### src/rtl/ahbl_pkg.sv
// Shared AHB-Lite constants, bridge state encoding and byte-lane helper
// for the SRAM bridge family.
package ahbl_pkg;

    localparam logic [1:0] HTRANS_IDLE   = 2'b00;
    localparam logic [1:0] HTRANS_BUSY   = 2'b01;
    localparam logic [1:0] HTRANS_NONSEQ = 2'b10;
    localparam logic [1:0] HTRANS_SEQ    = 2'b11;

    localparam logic HRESP_OKAY  = 1'b0;
    localparam logic HRESP_ERROR = 1'b1;

    localparam logic [2:0] HSIZE_BYTE  = 3'd0;
    localparam logic [2:0] HSIZE_HALF  = 3'd1;
    localparam logic [2:0] HSIZE_WORD  = 3'd2;
    localparam logic [2:0] HSIZE_DWORD = 3'd3;

    typedef enum logic [2:0] {
        ST_IDLE,
        ST_WR,
        ST_RD,
        ST_ERR1,
        ST_ERR2
    } state_t;

    // Contiguous run of 2^size lanes starting at addr_lsb, clipped to the bus.
    function automatic logic [7:0] be_gen(
        input logic [2:0] size,
        input logic [2:0] addr_lsb,
        input int         dwidth
    );
        logic [7:0] m;
        logic [7:0] be;
        if (size > HSIZE_DWORD)
            m = 8'hFF;
        else
            m = 8'hFF >> (4'd8 - (4'd1 << size[1:0]));
        m  = m << addr_lsb;
        be = '0;
        for (int i = 0; i < 8; i++)
            if (i < dwidth / 8)
                be[i] = m[i];
        return be;
    endfunction

endpackage

### src/rtl/ahbl_sram_lane_dec.sv
// Address-phase byte-lane decoder: HSIZE/address LSBs to byte enables,
// flagging sizes wider than the bus and misaligned addresses.
module ahbl_sram_lane_dec
    import ahbl_pkg::*;
#(
    parameter  int DWIDTH = 32,
    localparam int NB     = DWIDTH / 8,
    localparam int BW     = $clog2(NB)
) (
    input  logic [2:0]    size,
    input  logic [BW-1:0] addr_lsb,
    output logic [NB-1:0] be,
    output logic          err
);

    logic [2:0] lsb3;
    logic [2:0] amask;

    always_comb begin
        lsb3  = 3'(addr_lsb);
        amask = (3'd1 << size) - 3'd1;
        be    = NB'(be_gen(size, lsb3, DWIDTH));
        err   = (size > 3'(BW)) || ((lsb3 & amask) != 3'd0);
    end

endmodule

### src/rtl/ahbl_sram_bridge_v2.sv
// AHB-Lite slave to single-port synchronous SRAM bridge with byte enables,
// configurable read latency, ERROR responses and arbiter back-pressure.
module ahbl_sram_bridge_v2
    import ahbl_pkg::*;
#(
    parameter  int DWIDTH     = 32,
    parameter  int MEM_AWIDTH = 16,
    parameter  int MEM_BYTES  = 65536,
    parameter  int RD_LATENCY = 1,
    localparam int NB         = DWIDTH / 8,
    localparam int BW         = $clog2(NB),
    localparam int WAW        = MEM_AWIDTH - BW
) (
    input  logic              HCLK,
    input  logic              aresetn,
    input  logic              HSEL,
    input  logic              HREADYIN,
    input  logic [1:0]        HTRANS,
    input  logic              HWRITE,
    input  logic [2:0]        HSIZE,
    input  logic [31:0]       HADDR,
    input  logic [DWIDTH-1:0] HWDATA,
    output logic              HREADYOUT,
    output logic              HRESP,
    output logic [DWIDTH-1:0] HRDATA,
    input  logic              mem_busy,
    output logic              mem_ce,
    output logic              mem_we,
    output logic [NB-1:0]     mem_be,
    output logic [WAW-1:0]    mem_addr,
    output logic [DWIDTH-1:0] mem_wdata,
    input  logic [DWIDTH-1:0] mem_rdata
);

    localparam logic [MEM_AWIDTH:0] LIMIT =
        (MEM_AWIDTH + 1)'(MEM_BYTES);

    state_t              state_q;
    state_t              state_d;
    state_t              cmd_st;
    logic [WAW-1:0]      addr_q;
    logic [NB-1:0]       be_q;
    logic [NB-1:0]       dec_be;
    logic                dec_err;
    logic                range_err;
    logic                accept;
    logic                issued_q;
    logic [1:0]          cnt_q;
    logic                rd_done;
    logic [DWIDTH-1:0]   hrdata_q;
    logic                unused_haddr;

    assign unused_haddr = ^HADDR[31:MEM_AWIDTH];

    ahbl_sram_lane_dec #(
        .DWIDTH (DWIDTH)
    ) u_lane_dec (
        .size     (HSIZE),
        .addr_lsb (HADDR[BW-1:0]),
        .be       (dec_be),
        .err      (dec_err)
    );

    always_comb begin
        range_err = {1'b0, HADDR[MEM_AWIDTH-1:0]} >= LIMIT;
        accept    = HSEL && HREADYIN && HREADYOUT &&
                    (HTRANS == HTRANS_NONSEQ || HTRANS == HTRANS_SEQ);
        if (dec_err || range_err)
            cmd_st = ST_ERR1;
        else if (HWRITE)
            cmd_st = ST_WR;
        else
            cmd_st = ST_RD;
    end

    assign rd_done  = (state_q == ST_RD) && issued_q && (cnt_q == 2'd0);
    assign mem_addr = addr_q;

    always_ff @(posedge HCLK or negedge aresetn) begin
        if (!aresetn)
            state_q <= ST_IDLE;
        else
            state_q <= state_d;
    end

    // A beat retires whenever HREADYOUT is high; ERR1 always steps to ERR2.
    always_comb begin
        state_d = state_q;
        if (state_q == ST_ERR1)
            state_d = ST_ERR2;
        else if (HREADYOUT)
            state_d = accept ? cmd_st : ST_IDLE;
    end

    always_comb begin
        HREADYOUT = 1'b1;
        HRESP     = HRESP_OKAY;
        HRDATA    = hrdata_q;
        mem_ce    = 1'b0;
        mem_we    = 1'b0;
        mem_be    = '0;
        mem_wdata = '0;
        unique case (state_q)
            ST_WR: begin
                if (mem_busy) begin
                    HREADYOUT = 1'b0;
                end else begin
                    mem_ce    = 1'b1;
                    mem_we    = 1'b1;
                    mem_be    = be_q;
                    mem_wdata = HWDATA;
                end
            end
            ST_RD: begin
                if (!issued_q) begin
                    HREADYOUT = 1'b0;
                    mem_ce    = !mem_busy;
                end else if (cnt_q != 2'd0) begin
                    HREADYOUT = 1'b0;
                end else begin
                    HRDATA = mem_rdata;
                end
            end
            ST_ERR1: begin
                HREADYOUT = 1'b0;
                HRESP     = HRESP_ERROR;
            end
            ST_ERR2: begin
                HRESP = HRESP_ERROR;
            end
            default: ;
        endcase
    end

    // Latency counts from the cycle the read actually reaches the SRAM.
    always_ff @(posedge HCLK or negedge aresetn) begin
        if (!aresetn) begin
            addr_q   <= '0;
            be_q     <= '0;
            issued_q <= 1'b0;
            cnt_q    <= 2'd0;
            hrdata_q <= '0;
        end else begin
            if (accept) begin
                addr_q <= HADDR[MEM_AWIDTH-1:BW];
                be_q   <= dec_be;
            end
            if (state_q == ST_RD && !issued_q && !mem_busy) begin
                issued_q <= 1'b1;
                cnt_q    <= 2'(RD_LATENCY - 1);
            end else if (state_q == ST_RD && issued_q && cnt_q != 2'd0) begin
                cnt_q <= cnt_q - 2'd1;
            end
            if (rd_done) begin
                issued_q <= 1'b0;
                hrdata_q <= mem_rdata;
            end
        end
    end

endmodule

### config.mk
export PLATFORM = sky130hd
export DESIGN_NAME = ahbl_sram_bridge_v2
export DESIGN_NICKNAME = d
export VERILOG_FILES = /design/src/rtl/ahbl_pkg.sv /design/src/rtl/ahbl_sram_lane_dec.sv /design/src/rtl/ahbl_sram_bridge_v2.sv
export SDC_FILE = /design/constraint.sdc
export NUM_CORES = 1
export LEC_CHECK = 0
export ABC_AREA = 1
export CORE_ASPECT_RATIO = 0.6
export CORE_MARGIN = 10
export CORE_UTILIZATION = 33
export CTS_BUF_LIST = sky130_fd_sc_hd__clkbuf_2 sky130_fd_sc_hd__clkbuf_4 sky130_fd_sc_hd__clkbuf_8
export CTS_CLUSTER_DIAMETER = 30
export CTS_CLUSTER_SIZE = 24
export DETAILED_ROUTE_END_ITERATION = 16
export PLACE_DENSITY = 0.81
export SLEW_MARGIN = 30
export SYNTH_ARGS = -nofsm -noshare
export SYNTH_HDL_FRONTEND = slang
export SYNTH_SLANG_ARGS = --single-unit
### constraint.sdc
create_clock -name HCLK -period 1.7 [get_ports HCLK]
set_clock_uncertainty 0.1 [all_clocks]
set_input_delay 0.34 -clock HCLK [delete_from_list [all_inputs] [get_ports HCLK]]
set_output_delay 0.34 -clock HCLK [all_outputs]
set_load 0.1 [all_outputs]
==> results of run 1 <==
==> cells in the mapped netlist, drive strengths merged <==
| cell | n | area [um2] |
|---|---|---|
| nand2 | 183 | 697 |
| dfrtp | 56 | 1400 |
| inv | 52 | 195 |
| nor2 | 43 | 169 |
| nand3 | 24 | 133 |
| buf | 9 | 56.3 |
| clkbuf | 6 | 22.5 |
| o21ai | 5 | 25.0 |
| nand3b | 2 | 15.0 |
| nand4 | 2 | 12.5 |
| nor3 | 2 | 10.0 |
| a21o | 1 | 7.51 |
| and3 | 1 | 6.26 |
| ha | 1 | 12.5 |
==> through the flow <==
| stage | TNS, ps | cell area [um2] | setup WS, ps | cells |
|---|---|---|---|---|
| floorplan | -10290 | 4090 | -259 | 387 |
| global placement | -19990 | 7080 | -296 | 703 |
| detailed placement | -22810 | 7080 | -333 | 703 |
| CTS | -41650 | 7380 | -653 | 719 |
==> logic make-up after synthesis <==
kind of cell,count (synthesis)
and+or+nand+nor,257
buffers and inverters,67
DFF,56
AOI/OAI and AO/OA,6
adders and majority gates,1
==> what timing repair did <==
action / CTS
gates cloned: 1
pin swaps: 7
hold buffers: 1
endpoints found under the hold margin: 56
endpoints found under the setup margin: 93
setup buffers: 8
resized for setup: 37
==> impl_metrics.tcl, run 1 <==
set metrics [dict create \
    ctsLongestPathBuffers 2 \
    synth_top_family_by_area "simple AND/OR/NAND/NOR gates" \
    pin_count 193 \
    synth-xor-area-share 0 \
    netlist_area_mm2 0.00276 \
    synth.yosys.seq_area_share 0.507 \
    cts_buffers 5 \
    synth_fa_ha_area_frac 0.00453 \
    fp.dieW_um 138 \
    hpwl_mm 11.1 \
    stop_stage "5_1_grt" \
    worst_endpoint_kind "primary output" \
    routabilityCongestion 0.792 \
    fp-row-count 25 \
    grt-worst-endpoint "HRDATA[24]" \
    error_line "[ERROR DPL-0038] Utilization greater than 100%, impossible to legalize" \
    synth_cell_types 21 \
    root_buffer "clkbuf_8" \
    grt_max_degree 29 \
    ys_ff_latch 56 \
    syn-num-nets 495 \
    h-tree-depth 2 \
    avgSynthCellArea_um2 7.14 \
    yosysWarnings 0 \
    port_buffers 175 \
    initial_core_util 0.345 \
    synth_simple_gate_area_frac 0.377 \
    status "did not finish" \
    die_y_um 90.9 \
    synth_cells 387 \
    synth_mux_area_frac 0 \
    synth_compound_area_frac 0.0118 \
    cts_sinks 56 \
]
==> inputs of run 2 (changes only) <==
- CORE_ASPECT_RATIO: 0.6 -> unset
- CORE_UTILIZATION: 33 -> 25
- CTS_BUF_LIST: sky130_fd_sc_hd__clkbuf_2 sky130_fd_sc_hd__clkbuf_4 sky130_fd_sc_hd__clkbuf_8 -> unset
- CTS_CLUSTER_DIAMETER: 30 -> unset
- CTS_CLUSTER_SIZE: 24 -> unset
- PLACE_DENSITY: 0.81 -> unset
- PLACE_DENSITY_LB_ADDON: unset -> 0.15
- clock period: 1.7 -> 2.21 ns (I/O delays scaled with it)
==> run 2 against run 1 <==
Compared with the run above: the flow now finishes, with violations (setup timing); synthesized area unchanged; synthesized cell count unchanged.
==> impl_metrics.tcl, run 2 <==
set metrics [dict create \
    fp-row-count 38 \
    r2r_start "cnt_q[1]$_DFFE_PN0P_" \
    routabilityCongestion 0.860 \
    grt_pass1_vias 3172 \
    multi_input_area_mm2 0.00153 \
    yosys.area.top_type_share 0.507 \
    vias_per_cell 4.21 \
    seq_area_mm2 0.00140 \
    pin_count 193 \
    fmax_ghz 0.428 \
    wire_per_inst_um 14.7 \
    hold_path.class "reg -> reg" \
    synth_cell_types 21 \
    crit_fanout 6 \
    p_leak_nw 3.04 \
    vias 3036 \
    period_needed_ps 2340 \
    drc_errors 0 \
    final_cell_mix "nand2_1 (126), clkdlybuf4s50_1 (88), buf_12 (77)" \
    drv_cap 0 \
    largest_reg_flops 32 \
    crit_chain "inv_2 -> ha_4 -> nand2_2 -> inv_2 -> nand3_4 -> inv_8 -> clkbuf_16 -> nand2_1 -> nand2_2 -> buf_12" \
    fillCellCount 947 \
    crit_end "HRDATA[29]" \
    cts_sinks 56 \
    synthTopCellsByArea "dfrtp_1 (51%), nand2_1 (25%), inv_1 (6.8%)" \
    required_ps 1670 \
    grt_pass1_wl_mm 17.0 \
    cts_tree "yes" \
    initial_core_util 0.255 \
    vdd_drop_max_v 0.00112 \
    r2r_cells 11 \
    cpMaxStageDelayCell "dfrtp_1" \
    power_density_mw_per_mm2 1670 \
    synth_edf_count 0 \
    hpwl_mm 8.39 \
    report.final.hold_viol_count 0 \
    die_area_mm2 0.0157 \
    drt_iter0_markers 75 \
    finalNetCount 688 \
    fp.dieW_um 125 \
    crit_path_start_kind "flip-flop" \
    r2r-end "mem_addr[13]$_DFFE_PN0N_" \
    synth.yosys.seq_area_share 0.507 \
    ctsLongestPathBuffers 2 \
    dr.pass1.iters 3 \
    rsz0062_at_grt "yes" \
    synth_area_leader_cell "dfrtp_1" \
    ys_ff_latch 56 \
    largest-register "hrdata_q" \
    antenna_found_initial 0 \
    r2r_setup_slack_ps 360 \
    num_antenna_cells 0 \
    root_buffer "clkbuf_8" \
    port_buffers 175 \
    timing.final.crit_share 1.06 \
    cp_data_arrival_time_ps 1790 \
    routed_wl_mm 10.6 \
    setup_viol 46 \
    clkTransAtPathRegs_ps 100 \
    synth_cells 387 \
    yosysMostFrequentCell "nand2_1" \
    startpoint "cnt_q[1]$_DFFE_PN0P_" \
    syn-num-nets 495 \
    globalRouteTotalUtil 0.129 \
    end_kind "primary output" \
    antenna_left 0 \
    netlist_top_cells_count "nand2_1 (181), dfrtp_1 (56), inv_1 (50), nor2_1 (42), nand3_1 (23)" \
    area_growth_syn_to_layout_pct 123 \
    critical_path_class "reg -> out" \
    pre_cts_ws_ps -40.0 \
    gr-total-overflow 0 \
    worstMarginPinSlew_ps 331 \
    violations "setup timing" \
    critPathMaxStageDelay_ps 400 \
    async_flop_share 1.00 \
    avgSynthCellArea_um2 7.14 \
    placed_area_mm2 0.00578 \
    status "complete, but fails checks" \
    finalPower_w 0.0103 \
    netlist_area_mm2 0.00276 \
    synth_flop_cell "dfrtp_1" \
    die_y_um 125 \
    h-tree-depth 2 \
    yosysWarnings 0 \
    drive_gt1_frac 0.377 \
    core_area_mm2 0.0108 \
    layout.cells.most_common "nand2_1" \
    worst_slack_ps -126 \
    relSlewSlack 0.779 \
    final_area_mm2 0.00615 \
    final_max_slew_viol_count 0 \
    cts_buffers 5 \
    clock_latency_ps 310 \
    fin_setup_tns_ps -3050 \
    grt_max_degree 34 \
]
run 2: how the worst min path moves through the flow:
stage,start,to,slack [ps],cells after the start
after floorplan,aresetn,be_q[0]$_DFFE_PN0N_,50,0
after global placement,aresetn,hrdata_q[5]$_DFFE_PN0P_,200,1
after detailed placement,aresetn,hrdata_q[5]$_DFFE_PN0P_,200,1
after CTS,aresetn,hrdata_q[5]$_DFFE_PN0P_,380,2
after global routing,aresetn,hrdata_q[5]$_DFFE_PN0P_,410,2
final,mem_addr[9]$_DFFE_PN0N_,mem_addr[9]$_DFFE_PN0N_,380,2
run 2: metal layers:
metal | global-route usage | part of all wire | vias up
met5 | 0 | 0 | -
met4 | 0.0230 | 0.0080 | 0
met3 | 0.0663 | 0.11 | 7
met2 | 0.213 | 0.49 | 110
met1 | 0.149 | 0.40 | 1390
li1 | - | - | 1529
run 2: area by class of cell:
| cell class | instances | area share |
|---|---|---|
| multi-input combinational | 264 | 0.248 |
| timing repair buffer | 201 | 0.449 |
| clock buffer | 6 | 0.0118 |
| sequential | 56 | 0.228 |
| tap | 140 | 0.0285 |
| clock inverter | 2 | 0.00224 |
| inverter | 52 | 0.0330 |
run 2: where the power goes:
group	switching, W	internal [W]
combinational	0.00546	0.00260
clock	0.000345	0.000227
sequential	0.000177	0.00148
total	0.00599	0.00431
run 2: worst max-delay path: cells and delay by family, from the launching register on:
| family | cells | cell delay [ps] |
|---|---|---|
| buffers and inverters | 5 | 610 |
| AND/OR/NAND/NOR | 4 | 340 |
| flip-flops | 1 | 400 |
| adder cells (fa/ha/maj) | 1 | 130 |
run 2: timing repair:
item | 4_1_cts | 5_1_grt
gates cloned | 1 | 2
endpoints found under the setup margin | 69 | 68
hold endpoints to repair | 7 | 0
buffers inserted | 1 | 2
resized for setup | 12 | 42
pin swaps | 0 | 3
hold buffers | 1 | 0
run 2: kinds of logic (layout without fill, tap and decap cells):
group | count (synthesis) | after routing | share of synthesized area
buffers and inverters | 67 | 261 | 0.0992
AO/OA/AOI/OAI | 6 | 6 | 0.0118
flip-flops | 56 | 56 | 0.507
adder cells (fa/ha/maj) | 1 | 1 | 0.00453
AND/OR/NAND/NOR | 257 | 257 | 0.377
run 2: stage by stage:
step                instances  utilization  hold WS, ps
detailed placement        706        0.534          201
finish                    721        0.567          380
global placement          706        0.534          200
global route              721        0.567          406
floorplan                 387            -         46.4
CTS                       717        0.548          382
Note: power is estimated with default switching activity, not from simulation.
==> edit 1, RTL diff (settings of run 2) <==
Re-encode `state_t` (5 states) as one-hot, 5 bits wide.
--- a/src/rtl/ahbl_pkg.sv
+++ b/src/rtl/ahbl_pkg.sv
@@ -15,12 +15,12 @@
     localparam logic [2:0] HSIZE_WORD  = 3'd2;
     localparam logic [2:0] HSIZE_DWORD = 3'd3;
 
-    typedef enum logic [2:0] {
-        ST_IDLE,
-        ST_WR,
-        ST_RD,
-        ST_ERR1,
-        ST_ERR2
+    typedef enum logic [4:0] {
+        ST_IDLE = 5'b00001,
+        ST_WR   = 5'b00010,
+        ST_RD   = 5'b00100,
+        ST_ERR1 = 5'b01000,
+        ST_ERR2 = 5'b10000
     } state_t;
 
     // Contiguous run of 2^size lanes starting at addr_lsb, clipped to the bus.
Behaviour: same outputs for any inputs over 10 cycles, from zero or initial values and one cycle with aresetn low; not proved beyond that.
==> edit 1 against run 2 <==
  * The run still ends with setup timing left
  * Design area increased by 13%
  * Global-route usage increased by 1.7 points
  * Synthesized area increased by 3.1%
  * Synthesized cell count increased by 3.1%
  * Worst setup slack got worse by 0.026 ns
  * Routed wire length increased by 14%
  * Sequential cell count increased by 2
  * Via count increased by 9.5%
Power is left out: it rests on default switching activity, and per cell area and clock period it moved more than threefold.
==> edit 1: results (changes against run 2) <==
metric,value,unit,change
status,finished with violations,,
failing checks,setup timing,,
Root Buffer,clkbuf_16,,
RR Endpoint,be_q[3]$_DFFE_PN0N_,,
worst-path fanout max,8,,+2
largest net degree at the start of global routing,31,,-8.8%
total negative setup slack,-4.93,ns,-1.88 ns
first-pass iteration count of the detailed router,5,,+2
CP max stage delay,0.37,ns,-0.03 ns
Syn Nets,507,,+2.4%
crit path DAT,1.82,ns,+0.03 ns
Final setup viols,50,,+8.7%
H-tree depth,3,,+1
Rel. slew slack,0.745,,-0.0339
Worst-path clk slew,0.05,ns,-0.05 ns
fin worst setup slack,-0.152,ns,-0.0257 ns
DR vias,3324,,+9.5%
gr usage total,0.146,,+0.0170
cts bufs inserted,9,,+4
fillers,897,,-5.3%
1st-iter DRT viols,86,,+15%
post-CTS setup buffers,13,,+12
vias in the first global route,3438,,+8.4%
Detail Placement HPWL,8300,microns,-1.1%
reg2reg path depth,12,,+1
type of the worst min-delay path,in2async,,
post_cts resized,95,,+83
Routed WL,12000,microns,+14%
share of layout cells above drive strength 1,0.441,,+0.0642
==> edit 1: cell types whose count changed after synthesis, moves of 2 or more <==
| cell | change |
|---|---|
| nor2_2 | +3 |
| nor2_1 | +3 |
| o21ai_0 | +3 |
| nand2_1 | +28 |
| nand4_1 | +2 |
| nand3b_1 | -2 |
| clkbuf_1 | +6 |
| inv_1 | -32 |
| buf_4 | -2 |
| nand3_2 | +3 |
==> edit 1: critical path: cells and delay by family, from the launching register on <==
kind                       cells  cell delay [ns]
and+or+nand+nor                4             0.34
adders and majority gates      1             0.15
DFF                            1             0.37
buffers and inverters          5             0.66
==> edit 1: per-stage QoR <==
step	instances	setup slack, ns	instance area, sq um
after floorplan	399	-0.372	3160
final	752	-0.152	6940
after detailed placement	711	-0.0383	5830
after global placement	711	-0.0269	5830
after global routing	752	-0.226	6940
after CTS	747	-0.150	6740
==> edit 1: kinds of logic (layout without fill, tap and decap cells) <==
logic type      count (synthesis)  count (layout)  synth area share
compound gates                 10              10            0.0185
fa+ha+maj                       1               1           0.00439
buf+inv                        39             252            0.0562
flops                          58              58             0.510
simple gates                  291             291             0.411
==> edit 1: layer usage <==
| layer | track usage | part of all wire | routed length, microns |
|---|---|---|---|
| met5 | 0 | 0 | 0 |
| met4 | 0.0502 | 0.010 | 126 |
| met1 | 0.165 | 0.40 | 4810 |
| met3 | 0.0512 | 0.068 | 817 |
| met2 | 0.251 | 0.52 | 6300 |
==> edit 1: area by class of cell <==
class,instances,area share
repair buffers,215,0.426
multi-input cells,302,0.285
flip-flops and latches,58,0.209
clock buffers,14,0.0380
well taps,140,0.0252
inverters,21,0.0115
clock inverters,2,0.00505
==> edit 2, RTL diff (settings of run 2) <==
Without the edit above. Change the parameter `MEM_AWIDTH` from 16 to 20.
--- a/src/rtl/ahbl_sram_bridge_v2.sv
+++ b/src/rtl/ahbl_sram_bridge_v2.sv
@@ -4,7 +4,7 @@
     import ahbl_pkg::*;
 #(
     parameter  int DWIDTH     = 32,
-    parameter  int MEM_AWIDTH = 16,
+    parameter  int MEM_AWIDTH = 20,
     parameter  int MEM_BYTES  = 65536,
     parameter  int RD_LATENCY = 1,
     localparam int NB         = DWIDTH / 8,
Ports: changed (resized mem_addr); port bits go from 193 to 197. No check against the original RTL was run, so the function may have changed too.
==> edit 2 against run 2 <==
  * The flow still finishes with violations (setup timing)
  * First-iteration DRC count is 100% higher
  * Total power grew 14%
  * Synthesized area is 7.7% higher
  * Worst setup slack gained 0.030 ns
  * Critical path depth down 1
  * Sequential cell count increased by 4
  * Synthesized cell count rose by 7.8%
  * Worst hold slack got worse by 0.37 ns
  * Global-route usage grew 0.071 points
  * Design area increased by 13%
  * Routed wire length rose by 15%
  * Largest power group unchanged
==> edit 2: results (changes against run 2) <==
metric,value,unit,change
RR Endpoint,mem_addr[2]$_DFFE_PN0N_,,
total negative setup slack,-2.36,ns,+0.686 ns
first-pass iteration count of the detailed router,4,,+1
"FFs w/ async S/R, synth",1.00,,unchanged
Avg Vias per Cell,4.34,,+3.2%
placed cell areas,5900,sq um,+2.0%
Setup WS pre-CTS,-0.0150,ns,+0.0249 ns
Syn Inst Count,417,,+7.8%
cts bufs inserted,9,,+4
post_cts resized,22,,+10
final net count,732,,+6.4%
1st-iter DRT viols,151,,+100%
post-CTS setup buffers,2,,+1
largest net degree at the start of global routing,61,,+79%
Leak,3.46,nW,+14%
Wirelength per Cell,15.8,microns,+7.7%
Final setup viols,31,,-33%
met1 GRT Util,0.142,,-0.00734
failing checks,setup timing,,
met3 routed WL,1210,microns,+6.8%
share of layout cells above drive strength 1,0.383,,+0.00621
status,finished with violations,,
first-pass GRT wire length,17200,microns,+1.1%
CP endpoint,HRDATA[3],,
hold slack,0.0133,ns,-0.367 ns
crit path DAT,1.76,ns,-0.03 ns
worst reg2reg setup slack,0.45,ns,+0.09 ns
most frequent cells after synthesis,"nand2_1 (193), dfrtp_1 (60), inv_1 (56)",,
CP max stage delay,0.38,ns,-0.02 ns
met2 Use GR,0.220,,+0.00737
grt met3 use,0.0587,,-0.00760
gr usage total,0.130,,+0.000711
Worst-path clk slew,0.05,ns,-0.05 ns
Peak VDD IR,1.63,mV,+46%
Syn Nets,525,,+6.1%
register area share after synthesis,0.505,,-0.00262
placed cells,737,,+4.4%
Met1 Wirelength,4770,microns,+14%
Yosys cell types,19,,-9.5%
Detail Placement HPWL,8530,microns,+1.6%
port bufs,183,,+4.6%
GPL Wtd Cong,0.738,,-14%
clock latency on the worst-skew pair,0.32,ns,
CP startpoint,cnt_q[0]$_DFFE_PN0P_,,
actual slew at the worst max-slew pin,0.344,ns,+0.0129 ns
met2 WL post-DR,6030,microns,+17%
initial antenna violation count,0,,unchanged
DR vias,3354,,+10%
fin worst setup slack,-0.0965,ns,+0.0300 ns
H-tree depth,3,,+1
type of the worst min-delay path,in2async,,
Root Buffer,clkbuf_16,,
## edit 2: cell types whose count changed in the layout (fill, tap and decap cells not counted), moves of 7 or more
cell	delta
nor2_2	-7
clkbuf_16	+12
nand2_1	+12
nand2_2	-20
nor2_4	+9
nand2_4	+22
## edit 2: kinds of logic after synthesis
family	count (synthesis)	share of synthesized area
and+or+nand+nor	276	0.373
buffers and inverters	73	0.106
DFF	60	0.505
AOI/OAI and AO/OA	7	0.0122
adders and majority gates	1	0.00420
## edit 2: area by class of cell
class / count / area, sq um
flip-flops and latches: 60 / 1500
clock buffers: 12 / 256
clock inverters: 4 / 95.1
multi-input cells: 287 / 1810
inverters: 57 / 219
fillers: 986 / 4580
repair buffers: 209 / 2880
well taps: 143 / 179
## edit 2: power by group
group / switching [mW] / internal (mW)
registers: 0.200 / 1.59
clock network: 0.490 / 1.16
logic: 5.73 / 2.61
total: 6.42 / 5.36
